--- src/rtl/cache_arbiter_pkg.sv ---
// Shared types for the I/D cache to cacheline-adapter arbiter.
// Holds the arbiter FSM state encoding and the grant identifiers.
package cache_arbiter_types;

    typedef enum logic [1:0] {
        IDLE    = 2'd0,
        SERVE_I = 2'd1,
        SERVE_D = 2'd2,
        DONE    = 2'd3
    } arb_state_t;

    typedef enum logic {
        GRANT_I = 1'b0,
        GRANT_D = 1'b1
    } grant_t;

endpackage

--- src/rtl/cache_arbiter.sv ---
// Round-robin arbiter sharing one cacheline adapter between the I-cache and D-cache.
// One transaction at a time: IDLE -> SERVE_x -> DONE -> IDLE.
module cache_arbiter
    import cache_arbiter_types::*;
#(
    parameter int s_line = 256
) (
    input  logic              clk,
    input  logic              rst,

    input  logic              icache_pmem_read,
    input  logic [31:0]       icache_pmem_address,
    output logic [s_line-1:0] icache_pmem_rdata,
    output logic              icache_pmem_resp,

    input  logic              dcache_pmem_read,
    input  logic              dcache_pmem_write,
    input  logic [s_line-1:0] dcache_pmem_wdata,
    input  logic [31:0]       dcache_pmem_address,
    output logic [s_line-1:0] dcache_pmem_rdata,
    output logic              dcache_pmem_resp,

    output logic              pmem_read,
    output logic              pmem_write,
    output logic [31:0]       pmem_address,
    output logic [s_line-1:0] pmem_wdata,
    input  logic [s_line-1:0] pmem_rdata,
    input  logic              pmem_resp,

    output logic [1:0]        state_dbg
);

    // Handshake: a cache holds its read/write level until it sees a one-cycle
    // resp; the adapter side is the same, with pmem_read/pmem_write held until
    // pmem_resp. Requests seen while not in IDLE wait; the DONE cycle lets the
    // just-served cache drop its stale request before the next grant.

    arb_state_t        state, state_next;
    grant_t            last_grant, last_grant_next;
    grant_t            pick;
    logic [31:0]       addr_q, addr_next;
    logic [s_line-1:0] wdata_q, wdata_next;
    logic              read_q, read_next;
    logic              write_q, write_next;
    logic              d_req;

    assign d_req = dcache_pmem_read | dcache_pmem_write;

    always_ff @(posedge clk) begin
        if (rst) begin
            state      <= IDLE;
            last_grant <= GRANT_I;
            addr_q     <= '0;
            wdata_q    <= '0;
            read_q     <= 1'b0;
            write_q    <= 1'b0;
        end else begin
            state      <= state_next;
            last_grant <= last_grant_next;
            addr_q     <= addr_next;
            wdata_q    <= wdata_next;
            read_q     <= read_next;
            write_q    <= write_next;
        end
    end

    always_comb begin
        state_next      = state;
        last_grant_next = last_grant;
        addr_next       = addr_q;
        wdata_next      = wdata_q;
        read_next       = read_q;
        write_next      = write_q;

        // On a tie the side that was not served last wins.
        pick = GRANT_I;
        if (d_req && (!icache_pmem_read || last_grant == GRANT_I)) begin
            pick = GRANT_D;
        end

        unique case (state)
            IDLE: begin
                if (pick == GRANT_D) begin
                    state_next = SERVE_D;
                    addr_next  = dcache_pmem_address;
                    wdata_next = dcache_pmem_wdata;
                    // A simultaneous read+write from the D-cache is a writeback.
                    write_next = dcache_pmem_write;
                    read_next  = ~dcache_pmem_write;
                end else if (icache_pmem_read) begin
                    state_next = SERVE_I;
                    addr_next  = icache_pmem_address;
                    wdata_next = '0;
                    write_next = 1'b0;
                    read_next  = 1'b1;
                end
            end
            SERVE_I: begin
                if (pmem_resp) begin
                    state_next      = DONE;
                    last_grant_next = GRANT_I;
                    read_next       = 1'b0;
                    write_next      = 1'b0;
                end
            end
            SERVE_D: begin
                if (pmem_resp) begin
                    state_next      = DONE;
                    last_grant_next = GRANT_D;
                    read_next       = 1'b0;
                    write_next      = 1'b0;
                end
            end
            DONE: begin
                state_next = IDLE;
            end
            default: begin
                state_next = IDLE;
            end
        endcase
    end

    assign pmem_read    = read_q;
    assign pmem_write   = write_q;
    assign pmem_address = addr_q;
    assign pmem_wdata   = wdata_q;

    assign icache_pmem_rdata = pmem_rdata;
    assign dcache_pmem_rdata = pmem_rdata;
    assign icache_pmem_resp  = pmem_resp & (state == SERVE_I);
    assign dcache_pmem_resp  = pmem_resp & (state == SERVE_D);

    assign state_dbg = state;

endmodule

--- config.mk ---
export PLATFORM = sky130hd
export DESIGN_NAME = cache_arbiter
export DESIGN_NICKNAME = d
export VERILOG_FILES = /design/src/rtl/cache_arbiter_pkg.sv /design/src/rtl/cache_arbiter.sv
export SDC_FILE = /design/constraint.sdc
export NUM_CORES = 1
export LEC_CHECK = 0
export ABC_CLOCK_PERIOD_IN_PS = 2600
export BUFFER_PORTS_ARGS = -buffer_cell sky130_fd_sc_hd__buf_4
export CAP_MARGIN = 20
export CORE_AREA = 2 2 544 546
export CTS_BUF_LIST = sky130_fd_sc_hd__clkbuf_8 sky130_fd_sc_hd__clkbuf_16
export CTS_CLUSTER_DIAMETER = 200
export DETAILED_ROUTE_END_ITERATION = 7
export DIE_AREA = 0 0 546 548
export SYNTH_ARGS = -nofsm -noshare
export SYNTH_HDL_FRONTEND = slang
export SYNTH_SLANG_ARGS = --single-unit
--- constraint.sdc ---
create_clock -name clk -period 2.6 [get_ports clk]
set_clock_uncertainty 0.2 [all_clocks]
set_input_delay 0.39 -clock clk [delete_from_list [all_inputs] [get_ports clk]]
set_output_delay 0.39 -clock clk [all_outputs]
set_load 0.005 [all_outputs]
==> flow_metrics.tcl <==
set metrics [dict create \
    outcome "complete, no violations" \
    synth-xor-area-share_pct 0 \
    post-route-drc-count 0 \
    cts_tree "done" \
    syn2layout_area_growth_pct 72.8 \
    power_frac_seq_pct 29.0 \
    wire_per_inst_um 27.4 \
    synth_simple_gate_area_share_pct 17.2 \
    final_common_cell "buf_4" \
    p_sw_mw 8.82 \
    drt_iter0_drc 1579 \
    drv_slew 0 \
    synthMuxAreaShare_pct 0.0679 \
    clock-sinks 293 \
    io_pins 1388 \
    grt_max_degree 73 \
    setup_violations 0 \
    critPathKind "input pin to flip-flop" \
    cts.reportedPaths.clkPinSlew_ns 0.06 \
    die_w_um 546 \
    drt-total-wl_mm 171 \
    io_buffers 619 \
    avgSynthCellArea_um2 7.90 \
    dpl_cell_area_um2 20600 \
    pwr-share-clk_pct 28.1 \
    antenna_left 0 \
    ys_seq_area_share_pct 39.8 \
    period_minus_slack_ns 2.54 \
    comb_power_share_pct 42.8 \
    internal_power_mw 12.6 \
    grt_pass1_vias 15078 \
    cp-start-kind "input pin" \
    grt_use_total_pct 10.8 \
    core_area_um2 293000 \
    hold_violations 0 \
    synth_area_um2 14700 \
    grt_overflow 0 \
    async_flop_share_pct 0 \
    drive_gt1_share_pct 32.5 \
    num_vias 15556 \
    hp-class "input pin to flip-flop" \
    gp_congestion 0.937 \
    multiInputGateArea_um2 4450 \
    max-slew-margin-rel_pct 60.4 \
    fillCellCount 34107 \
    swShare_pct 41.1 \
    grt_pass1_wl_mm 204 \
    die-area_um2 299000 \
    syn_nets 2452 \
    synth_cells 1866 \
    end_kind "flip-flop" \
    critPathRequiredTime_ns 2.98 \
    p_leak_nw 9.36 \
    num_rows 199 \
    place_hpwl_mm 149 \
    max_freq_mhz 393 \
    dr.pass1.iters 8 \
    dieHeight_um 548 \
    finalCritPeriodShare_pct 97.8 \
    clockBufferDepth 3 \
    seq_area_um2 5870 \
    cts-root-buf "clkbuf_16" \
    yosysWarningCount 0 \
    ys_ff_latch 293 \
    yosysUniqueCellTypes 26 \
    tightest_slew_ns 0.594 \
    critical_path_arrival_ns 2.92 \
    instances_no_fill 6254 \
    cts_buffers 40 \
    nNetsFinal 2873 \
    power_density_nw_per_um2 842 \
    synth_fa_ha_area_share_pct 0.339 \
    synth-compound-area-share_pct 12.1 \
    clk_latency_ns 0.64 \
    final_area_um2 25500 \
    cp_max_fo 51 \
    synthFlopType "dfxtp_1" \
    power_mw 21.5 \
    antenna_found_initial 60 \
    initial_core_util_pct 5.03 \
    dp_cells 5817 \
    rsz0062_at_grt "yes" \
    cts_max_level 2 \
    via_per_inst 2.49 \
    max-vdd-ir-drop_mv 0.548 \
    layout_common_cells "657 x buf_4, 342 x dlygate4sd3_1, 293 x dfxtp_1" \
    synth_top_family_by_area "buffers and inverters" \
    synth_enable_flop_cells 0 \
    maxCapViolations 0 \
]
-- metal layers --
| layer | GRT usage, % | vias up | wire [um] |
|---|---|---|---|
| met1 | 7.34 | 6927 | 38500 |
| met5 | 0.0317 | - | 148 |
| met3 | 15.5 | 561 | 54300 |
| met4 | 8.03 | 22 | 14800 |
| met2 | 14.1 | 1521 | 63500 |
| li1 | - | 6525 | - |
-- area by class of cell --
type / instances / area share (%)
well taps: 3919 / 19.2
multi-input cells: 926 / 17.4
flip-flops and latches: 293 / 23.0
inverters: 3 / 0.0442
clock inverters: 27 / 1.15
clock buffers: 46 / 4.25
diodes: 17 / 0.167
repair buffers: 1023 / 34.7
-- metrics by stage --
| stage | worst slack (ns) | utilization [%] | hold slack, ns | TNS (ns) |
|---|---|---|---|---|
| floorplan | 0.897 | - | 0.248 | 0 |
| global placement | 0.435 | 7.02 | 0.239 | 0 |
| detailed placement | 0.395 | 7.02 | 0.245 | 0 |
| CTS | 0.0176 | 8.65 | 0.0905 | 0 |
| global route | -0.00180 | 8.69 | 0.142 | -0.00431 |
| finish | 0.0576 | 8.70 | 0.174 | 0 |
-- critical path, cell delays in order --
cell,delay [ns]
dlygate4sd3_1,0.61
buf_4,0.20
o31ai_4,0.30
buf_4,0.19
buf_16,0.23
buf_4,0.24
nand2_1,0.06
a21oi_1,0.11
dlygate4sd3_1,0.56
-- cell usage after synthesis (all sizes together) (3+ instances only) --
master  count  area, um^2
inv         3        11.3
ha          4        50.1
dfxtp     293        5870
clkbuf     38         143
nand3     256        1280
buf       606        4340
nand2     290        1090
nor2       34         128
o21ai       3        15.0
a211oi     33         248
a21oi     292        1460
-- kinds of logic after synthesis --
family,after synthesis
adders and majority gates,4
buffers and inverters,647
and+or+nand+nor,586
AOI/OAI and AO/OA,335
DFF,293
muxes,1
-- power by group through the flow --
| stage | Combinational [mW] | Clock (mW) | Sequential (mW) |
|---|---|---|---|
| after CTS | 8.94 | 6.25 | 6.20 |
| after global placement | 8.34 | 0 | 6.27 |
| final | 9.19 | 6.03 | 6.23 |
| after global routing | 9.94 | 6.37 | 6.32 |
| after detailed placement | 8.35 | 0 | 6.26 |
| after floorplan | 4.07 | 0 | 6.15 |
-- registers in the layout (all words and copies together), names as in the netlist --
register,flops
pmem_wdata,256
pmem_address,32
state_dbg,2
last_grant,1
pmem_read,1
pmem_write,1
-- worst paths after layout --
kind                                     start                            to  slack (ns)  cells past startpoint
setup / recovery              icache_pmem_read  pmem_wdata[135]$_SDFFE_PP0P_        0.06                      9
hold / removal               dcache_pmem_write        pmem_read$_SDFFE_PP0P_        0.17                      4
setup reg to reg     state_dbg[1]$_SDFFE_PP0P_  pmem_wdata[242]$_SDFFE_PP0P_        0.10                      8
hold reg to reg   pmem_wdata[251]$_SDFFE_PP0P_  pmem_wdata[251]$_SDFFE_PP0P_        0.25                      2
-- what timing repair did --
action,CTS,global route
setup endpoints to repair,0,10
endpoints found under the hold margin,292,0
resized for setup,0,5
hold buffers,342,0
setup buffers,0,3
Note: power is estimated with default switching activity, not from simulation.
